[src/rtl/pc_pkg.sv]
`default_nettype none
// ============================================================================
// Module      : pc_pkg
// Description : Shared constants and types for the program-counter unit.
//               Holds the default address width, the reset and exception
//               vectors, and the next-PC source select encoding.
// Revision    : 1.0 - initial release
// ============================================================================
package pc_pkg;

  localparam int unsigned c_XLEN         = 32;
  localparam logic [31:0] c_RESET_VECTOR = 32'h0000_0000;
  localparam logic [31:0] c_EXC_VECTOR   = 32'h0000_0080;

  // Next-PC source, listed from the default case upward.
  typedef enum logic [2:0] {
    SEL_SEQ  = 3'd0,
    SEL_BR   = 3'd1,
    SEL_J    = 3'd2,
    SEL_JR   = 3'd3,
    SEL_EXC  = 3'd4,
    SEL_ERET = 3'd5
  } next_sel_e;

endpackage
`default_nettype wire

[src/rtl/pc_ras.sv]
`default_nettype none
// ============================================================================
// Module      : pc_ras
// Description : Circular return-address stack. A push writes at the pointer
//               and advances it; once the stack is full, a push overwrites the
//               oldest entry and sets the sticky overflow flag. A pop on an
//               empty stack does nothing.
// Ports       : clk, rst_n (async, active-low)
//               push, pop        - single-cycle commands (push wins if both)
//               push_data        - address to record
//               top              - newest entry, 0 when empty
//               valid            - stack non-empty
//               overflow         - sticky, set when a push drops an entry
// Revision    : 1.0 - initial release
// ============================================================================
module pc_ras #(
  parameter int unsigned XLEN      = 32,
  parameter int unsigned RAS_DEPTH = 4
) (
  input  logic            clk,
  input  logic            rst_n,
  input  logic            push,
  input  logic            pop,
  input  logic [XLEN-1:0] push_data,
  output logic [XLEN-1:0] top,
  output logic            valid,
  output logic            overflow
);

  localparam int unsigned c_PTR_W = (RAS_DEPTH > 1) ? $clog2(RAS_DEPTH) : 1;
  localparam int unsigned c_CNT_W = $clog2(RAS_DEPTH + 1);

  logic [XLEN-1:0]    r_mem [RAS_DEPTH];
  logic [c_PTR_W-1:0] r_ptr;       // next slot to write
  logic [c_CNT_W-1:0] r_cnt;
  logic               r_overflow;

  logic [c_PTR_W-1:0] w_top_idx;
  logic               w_full;

  // Depth is a power of two, so the pointer wraps for free.
  assign w_top_idx = r_ptr - c_PTR_W'(1);
  assign w_full    = (r_cnt == c_CNT_W'(RAS_DEPTH));
  assign valid     = (r_cnt != '0);
  assign top       = valid ? r_mem[w_top_idx] : '0;
  assign overflow  = r_overflow;

  always_ff @(posedge clk or negedge rst_n) begin
    if (!rst_n) begin
      for (int i = 0; i < int'(RAS_DEPTH); i++) begin
        r_mem[i] <= '0;
      end
      r_ptr      <= '0;
      r_cnt      <= '0;
      r_overflow <= 1'b0;
    end else if (push) begin
      r_mem[r_ptr] <= push_data;
      r_ptr        <= r_ptr + c_PTR_W'(1);
      if (w_full) begin
        r_overflow <= 1'b1;
      end else begin
        r_cnt <= r_cnt + c_CNT_W'(1);
      end
    end else if (pop && valid) begin
      r_ptr <= w_top_idx;
      r_cnt <= r_cnt - c_CNT_W'(1);
    end
  end

endmodule
`default_nettype wire

[src/rtl/pc_unit.sv]
`default_nettype none
// ============================================================================
// Module      : pc_unit
// Description : Program-counter register with next-PC resolution from
//               sequential, branch, jump and jump-register sources, plus a
//               return-address stack that predicts jr $ra targets.
//               Optional exception entry/return is compiled in with the
//               PC_EXC_EN macro (adds exc, eret, epc and EXC_VECTOR).
// Ports       : clk, rst_n (async, active-low), stall
//               branch, zero, jump, link, jr, is_ret  - decoded controls
//               jr_target, imm16, addr26               - target operands
//               pc, pc_plus4                           - current PC / PC+4
//               ras_top, ras_valid, ras_mispredict, ras_overflow
//               [PC_EXC_EN] exc, eret, epc
// Revision    : 1.0 - initial release
// ============================================================================
module pc_unit
  import pc_pkg::*;
#(
  parameter int unsigned XLEN         = c_XLEN,
  parameter logic [31:0] RESET_VECTOR = c_RESET_VECTOR,
  parameter int unsigned RAS_DEPTH    = 4
`ifdef PC_EXC_EN
  ,
  parameter logic [31:0] EXC_VECTOR   = c_EXC_VECTOR
`endif
) (
  input  logic            clk,
  input  logic            rst_n,
  input  logic            stall,
  input  logic            branch,
  input  logic            zero,
  input  logic            jump,
  input  logic            link,
  input  logic            jr,
  input  logic            is_ret,
  input  logic [XLEN-1:0] jr_target,
  input  logic [15:0]     imm16,
  input  logic [25:0]     addr26,
  output logic [XLEN-1:0] pc,
  output logic [XLEN-1:0] pc_plus4,
  output logic [XLEN-1:0] ras_top,
  output logic            ras_valid,
  output logic            ras_mispredict,
  output logic            ras_overflow
`ifdef PC_EXC_EN
  ,
  input  logic            exc,
  input  logic            eret,
  output logic [XLEN-1:0] epc
`endif
);

  localparam logic [XLEN-1:0] c_RST_PC = XLEN'(RESET_VECTOR);

  logic [XLEN-1:0] r_pc;
  logic            r_mispredict;
  logic [XLEN-1:0] w_pc_plus4;
  logic [XLEN-1:0] w_br_off;
  logic [XLEN-1:0] w_br_tgt;
  logic [XLEN-1:0] w_j_tgt;
  logic [XLEN-1:0] w_next_pc;
  next_sel_e       w_sel;
  logic            w_update;
  logic            w_push;
  logic            w_pop;

  assign w_pc_plus4 = r_pc + XLEN'(4);
  // Word offset: sign-extend the 16-bit immediate, then scale by 4.
  assign w_br_off   = {{(XLEN-18){imm16[15]}}, imm16, 2'b00};
  assign w_br_tgt   = w_pc_plus4 + w_br_off;

  // The jump keeps the region bits above bit 27; with a 28-bit PC there are none.
  generate
    if (XLEN > 28) begin : g_jtgt_region
      assign w_j_tgt = {w_pc_plus4[XLEN-1:28], addr26, 2'b00};
    end else begin : g_jtgt_flat
      assign w_j_tgt = {addr26, 2'b00};
    end
  endgenerate

`ifdef PC_EXC_EN
  logic [XLEN-1:0] r_epc;
  localparam logic [XLEN-1:0] c_EXC_PC = XLEN'(EXC_VECTOR);
`endif

  always_comb begin
    w_sel = SEL_SEQ;
`ifdef PC_EXC_EN
    if (exc) begin
      w_sel = SEL_EXC;
    end else if (eret) begin
      w_sel = SEL_ERET;
    end else
`endif
    if (branch && zero) begin
      w_sel = SEL_BR;
    end else if (jump) begin
      w_sel = SEL_J;
    end else if (jr) begin
      w_sel = SEL_JR;
    end
  end

  always_comb begin
    w_next_pc = w_pc_plus4;
    case (w_sel)
      SEL_BR:   w_next_pc = w_br_tgt;
      SEL_J:    w_next_pc = w_j_tgt;
      SEL_JR:   w_next_pc = jr_target;
`ifdef PC_EXC_EN
      SEL_EXC:  w_next_pc = c_EXC_PC;
      SEL_ERET: w_next_pc = r_epc;
`endif
      default:  w_next_pc = w_pc_plus4;
    endcase
  end

  // Exception entry/return bypass stall; everything else waits on it.
  assign w_update = !stall || (w_sel == SEL_EXC) || (w_sel == SEL_ERET);
  // The select already excludes exc/eret, so the RAS is left alone then.
  assign w_push   = !stall && (w_sel == SEL_J)  && link;
  assign w_pop    = !stall && (w_sel == SEL_JR) && is_ret;

  always_ff @(posedge clk or negedge rst_n) begin
    if (!rst_n) begin
      r_pc         <= c_RST_PC;
      r_mispredict <= 1'b0;
    end else begin
      if (w_update) begin
        r_pc <= w_next_pc;
      end
      // Clears itself the following cycle and whenever stalled.
      r_mispredict <= w_pop && ras_valid && (ras_top != jr_target);
    end
  end

`ifdef PC_EXC_EN
  always_ff @(posedge clk or negedge rst_n) begin
    if (!rst_n) begin
      r_epc <= '0;
    end else if (w_sel == SEL_EXC) begin
      r_epc <= r_pc;
    end
  end

  assign epc = r_epc;
`endif

  pc_ras #(
    .XLEN      (XLEN),
    .RAS_DEPTH (RAS_DEPTH)
  ) u_ras (
    .clk       (clk),
    .rst_n     (rst_n),
    .push      (w_push),
    .pop       (w_pop),
    .push_data (w_pc_plus4),
    .top       (ras_top),
    .valid     (ras_valid),
    .overflow  (ras_overflow)
  );

  assign pc             = r_pc;
  assign pc_plus4       = w_pc_plus4;
  assign ras_mispredict = r_mispredict;

endmodule
`default_nettype wire

[config.mk]
export PLATFORM = sky130hd
export DESIGN_NAME = pc_unit
export DESIGN_NICKNAME = d
export VERILOG_FILES = /design/src/rtl/pc_pkg.sv /design/src/rtl/pc_ras.sv /design/src/rtl/pc_unit.sv
export SDC_FILE = /design/constraint.sdc
export NUM_CORES = 1
export LEC_CHECK = 0
export ABC_AREA = 0
export CELL_PAD_IN_SITES_DETAIL_PLACEMENT = 1
export CELL_PAD_IN_SITES_GLOBAL_PLACEMENT = 2
export CORE_MARGIN = 10
export CORE_UTILIZATION = 32
export DETAILED_ROUTE_END_ITERATION = 6
export GPL_ROUTABILITY_DRIVEN = 1
export PLACE_DENSITY_LB_ADDON = 0.1
export SLEW_MARGIN = 20
export SYNTH_ARGS = -nofsm -noshare
export SYNTH_HDL_FRONTEND = slang
export SYNTH_HIERARCHICAL = 1
export SYNTH_SLANG_ARGS = --single-unit
[constraint.sdc]
create_clock -name clk -period 3.4 [get_ports clk]
set_clock_uncertainty 0.2 [all_clocks]
set_input_delay 1.02 -clock clk [delete_from_list [all_inputs] [get_ports clk]]
set_output_delay 1.02 -clock clk [all_outputs]
set_load 0.005 [all_outputs]
==> impl_results.md, run 1 <==
* Status: complete, but fails checks
* Violated checks: setup timing
* Ys Warns at 6
* First-pass GRT wire length at 67000 um
* Placed insts at 1742
* Tmin final at 3.67 ns
* DRC viols at 0
* Endpoints failing setup at 26
* Worst R2R Path Depth at 15
* Synthesized flop and latch total at 167
* Crit Path Class: reg2out
* Post-Synthesis Cell Area at 10600 sq um
* GRT Max-Usage Layer: met2
* Worst R2R Start: pc[4]$_DFFE_PN0N_
* Largest net degree at the start of global routing at 76
* Clk slew on worst S/H paths at 0.07 ns
* FF-to-FF End: pc[25]$_DFFE_PN0N_
* Async S/R FF share, synth at 1.00
* Met3 GRT Util at 0.0328
* Tightest Pin Transition at 0.563 ns
* Port Buf Inserts at 181
* CP Data Arrival Time at 2.45 ns
* Root buffer cell: clkbuf_16
* Top cells by area, synth: dfrtp_1 39%, mux2_2 14%, xnor2_1 6.0%
* Post-Synth Adder-Cell Area at 0.0484
* Core Rows at 66
* Synth top cells by count: 167 x dfrtp_1, 128 x mux2_2, 73 x xnor2_1
* Compound-cell area share of the yosys netlist at 0.131
* Final cell count without fillers at 1871
* Max_slew headroom at 0.624
* RePlAce Congestion at 0.862
* Nature of the critical path endpoint: output port
* Top-count cell post-synth: dfrtp_1
* Layout Nets at 1539
* Simple-Gate Fraction of Synth Area at 0.110
* Post-route ant nets at 0
* Setup TNS at -2.89 ns
* Initial core utilization at 0.325
* CP required at 2.18 ns
* Sequential share of power at 0.236
* Drt total wl at 45100 um
* Post-Synthesis Cells at 956
* Syn_nets at 1079
* Gate power share at 0.627
* HP Class: in2async
* GRT overflow at 0
* Netlist cell types at 75
* CTS Buf Count at 17
* Syn-to-layout area delta at 59.2%
* NetSw at 5.11 mW
* Placeable Area at 32700 sq um
* Main combinational cell family by area after synthesis: multiplexers
* Pwr/cell area at 826 nW/um^2
* P_leak at 7.48 nW
* Period Utilization, post-route at 1.08
* Fin. Hold Viols at 0
* CTS tree: yes
* Worst vdd rail ir drop at 351 uV
* Vias in the first global route at 10600
* First DRT Iteration DRCs at 389
* Slew Limit Fails at 0
* Met1 usage at 0.281
* DRT Pass-1 Iters at 5
* P_int at 8.88 mW
* Worst skew pair latency at 0.43 ns
* Met2 Track Usage GR at 0.367
* RSZ-0062 raised after global routing: yes
* Mean routed wirelength per cell at 24.1 um
* Die Y at 202 um
* Die ar. at 40900 sq um
* Share of layout cells above drive strength 1 at 0.501
* Hpwl dp at 33300 um
* Mux cell area share after synthesis at 0.208
* Top-level I/O count at 182
* XOR/XNOR share of the synthesized area at 0.0723
* Max-cap violations at 0
* Fmax at 0.272 GHz
* Vias at 9703
* Max FO, Critical Path at 4
* Clock power share at 0.138
* Main synth FF type: dfrtp_1
* Via density at 5.19
* Startpoint Class: flip-flop
* Area leader, netlist: dfrtp_1
* Post-synth EDFFs at 0
* GRT Overall Usage at 0.215
* H-tree depth at 4
* CTS sink count at 167
* Sequential area share after synthesis at 0.393
* Sw Ratio at 0.365
* Top cell type's share of synthesized area at 0.393
* CTS Buffer Depth at 2
* Setup crit start: pc[4]$_DFFE_PN0N_
* Die width at 202 um
* Syn_area_per_cell at 11.1 sq um
* Initial antenna violation count at 2
* Final WS setup at -0.273 ns
* R2r setup slk at -0.22 ns
* Hold Buf Count CTS at 0
[placed cells by master (no fill, tap or decap), types with 13 or more instances in the layout]
cell / instances
buf_4: 261
dfrtp_1: 162
mux2_2: 128
clkdlybuf4s50_1: 122
buf_6: 53
xnor2_1: 51
a21oi_1: 46
nand2_1: 44
and2_4: 32
nor2_1: 29
mux4_2: 29
inv_1: 25
o21ai_0: 24
ha_1: 21
clkbuf_16: 18
xnor2_2: 17
nand4_1: 16
a21o_1: 14
ha_4: 14
nand3_1: 13
dlygate4sd2_1: 13
[cells by family (layout without fill, tap and decap cells)]
| kind of cell | after synthesis | count (layout) |
|---|---|---|
| muxes | 164 | 164 |
| xor gates and xnor gates | 87 | 87 |
| adders and majority gates | 40 | 40 |
| AOI/OAI and AO/OA | 203 | 203 |
| other | 0 | 1 |
| and+or+nand+nor | 213 | 213 |
| buffers and inverters | 82 | 554 |
| DFF | 167 | 167 |
[routing by layer]
layer	vias to the layer above	share of wire
met4	0	0.0094
met5	-	0
met2	151	0.50
li1	4467	-
met3	17	0.029
met1	5068	0.46
[power groups by stage]
stage | Sequential [mW] | Combinational (mW) | Clock (mW)
finish | 3.30 | 8.77 | 1.93
detailed placement | 3.31 | 7.35 | 0
global route | 3.39 | 9.37 | 2.07
floorplan | 3.21 | 3.86 | 0
global placement | 3.26 | 7.27 | 0
CTS | 3.28 | 8.42 | 1.97
[cell type report]
class	count	area (sq um)
Clock inverter	11	118
Antenna cell	1	2.50
Tap cell	442	553
Multi-Input combinational cell	707	7110
Timing Repair Buffer	492	4390
Sequential cell	167	4190
Clock buffer	20	457
Fill cell	3507	15800
Inverter	31	126
[critical path: stages, from the launching register on]
cell,delay [ns]
dfrtp_2,0.37
and4_4,0.23
buf_6,0.10
nand4_4,0.13
buf_4,0.18
buf_6,0.11
nor2_4,0.12
xnor2_4,0.15
buf_4,0.13
clkdlybuf4s50_1,0.49
[per-stage QoR]
step / hold WS (ns) / cell area, sq um / total power, mW / setup slack [ns] / utilization
6_report: 0.194 / 16900 / 14.0 / -0.273 / 0.518
3_3_place_gp: 0.265 / 14600 / 10.5 / -0.644 / 0.446
3_5_place_dp: 0.269 / 14600 / 10.7 / -0.653 / 0.446
5_1_grt: 0.177 / 16900 / 14.8 / -0.406 / 0.518
4_1_cts: 0.177 / 16400 / 13.7 / -0.197 / 0.502
2_1_floorplan: 0.266 / 10800 / 7.07 / -0.133 / -
[flip-flops by register name, indices dropped and copies added, names as in the netlist]
register        count
u_ras/r_ptr         2
u_ras/r_mem       128
u_ras/overflow      1
u_ras/r_cnt         3
pc                 32
ras_mispredict      1
[worst max-delay path by stage]
| stage | slack (ns) | endpoint | cells past startpoint |
|---|---|---|---|
| finish | -0.27 | pc_plus4[11] | 9 |
| global route | -0.41 | pc[25]$_DFFE_PN0N_ | 18 |
| CTS | -0.20 | pc[25]$_DFFE_PN0N_ | 15 |
| detailed placement | -0.65 | pc[30]$_DFFE_PN0N_ | 14 |
| global placement | -0.64 | pc[30]$_DFFE_PN0N_ | 14 |
| floorplan | -0.13 | u_ras/r_cnt[2]$_DFFE_PN0P_ | 12 |
[timing repair]
item,CTS,global route
pin swaps,86,57
cloned,3,1
buffers inserted,72,38
setup endpoints to repair,75,75
resized for setup,322,98
(Power assumes the default switching activity.)
==> run 2, diff against run 1 <==
--- a/config.mk
+++ b/config.mk
@@ -10,6 +10,7 @@
 export CELL_PAD_IN_SITES_GLOBAL_PLACEMENT = 2
 export CORE_MARGIN = 10
 export CORE_UTILIZATION = 32
+export CTS_CLUSTER_DIAMETER = 120
 export DETAILED_ROUTE_END_ITERATION = 6
 export GPL_ROUTABILITY_DRIVEN = 1
 export PLACE_DENSITY_LB_ADDON = 0.1
==> results of run 2 <==
Same layout as run 1: the final DEF is identical, and so are final timing and power.
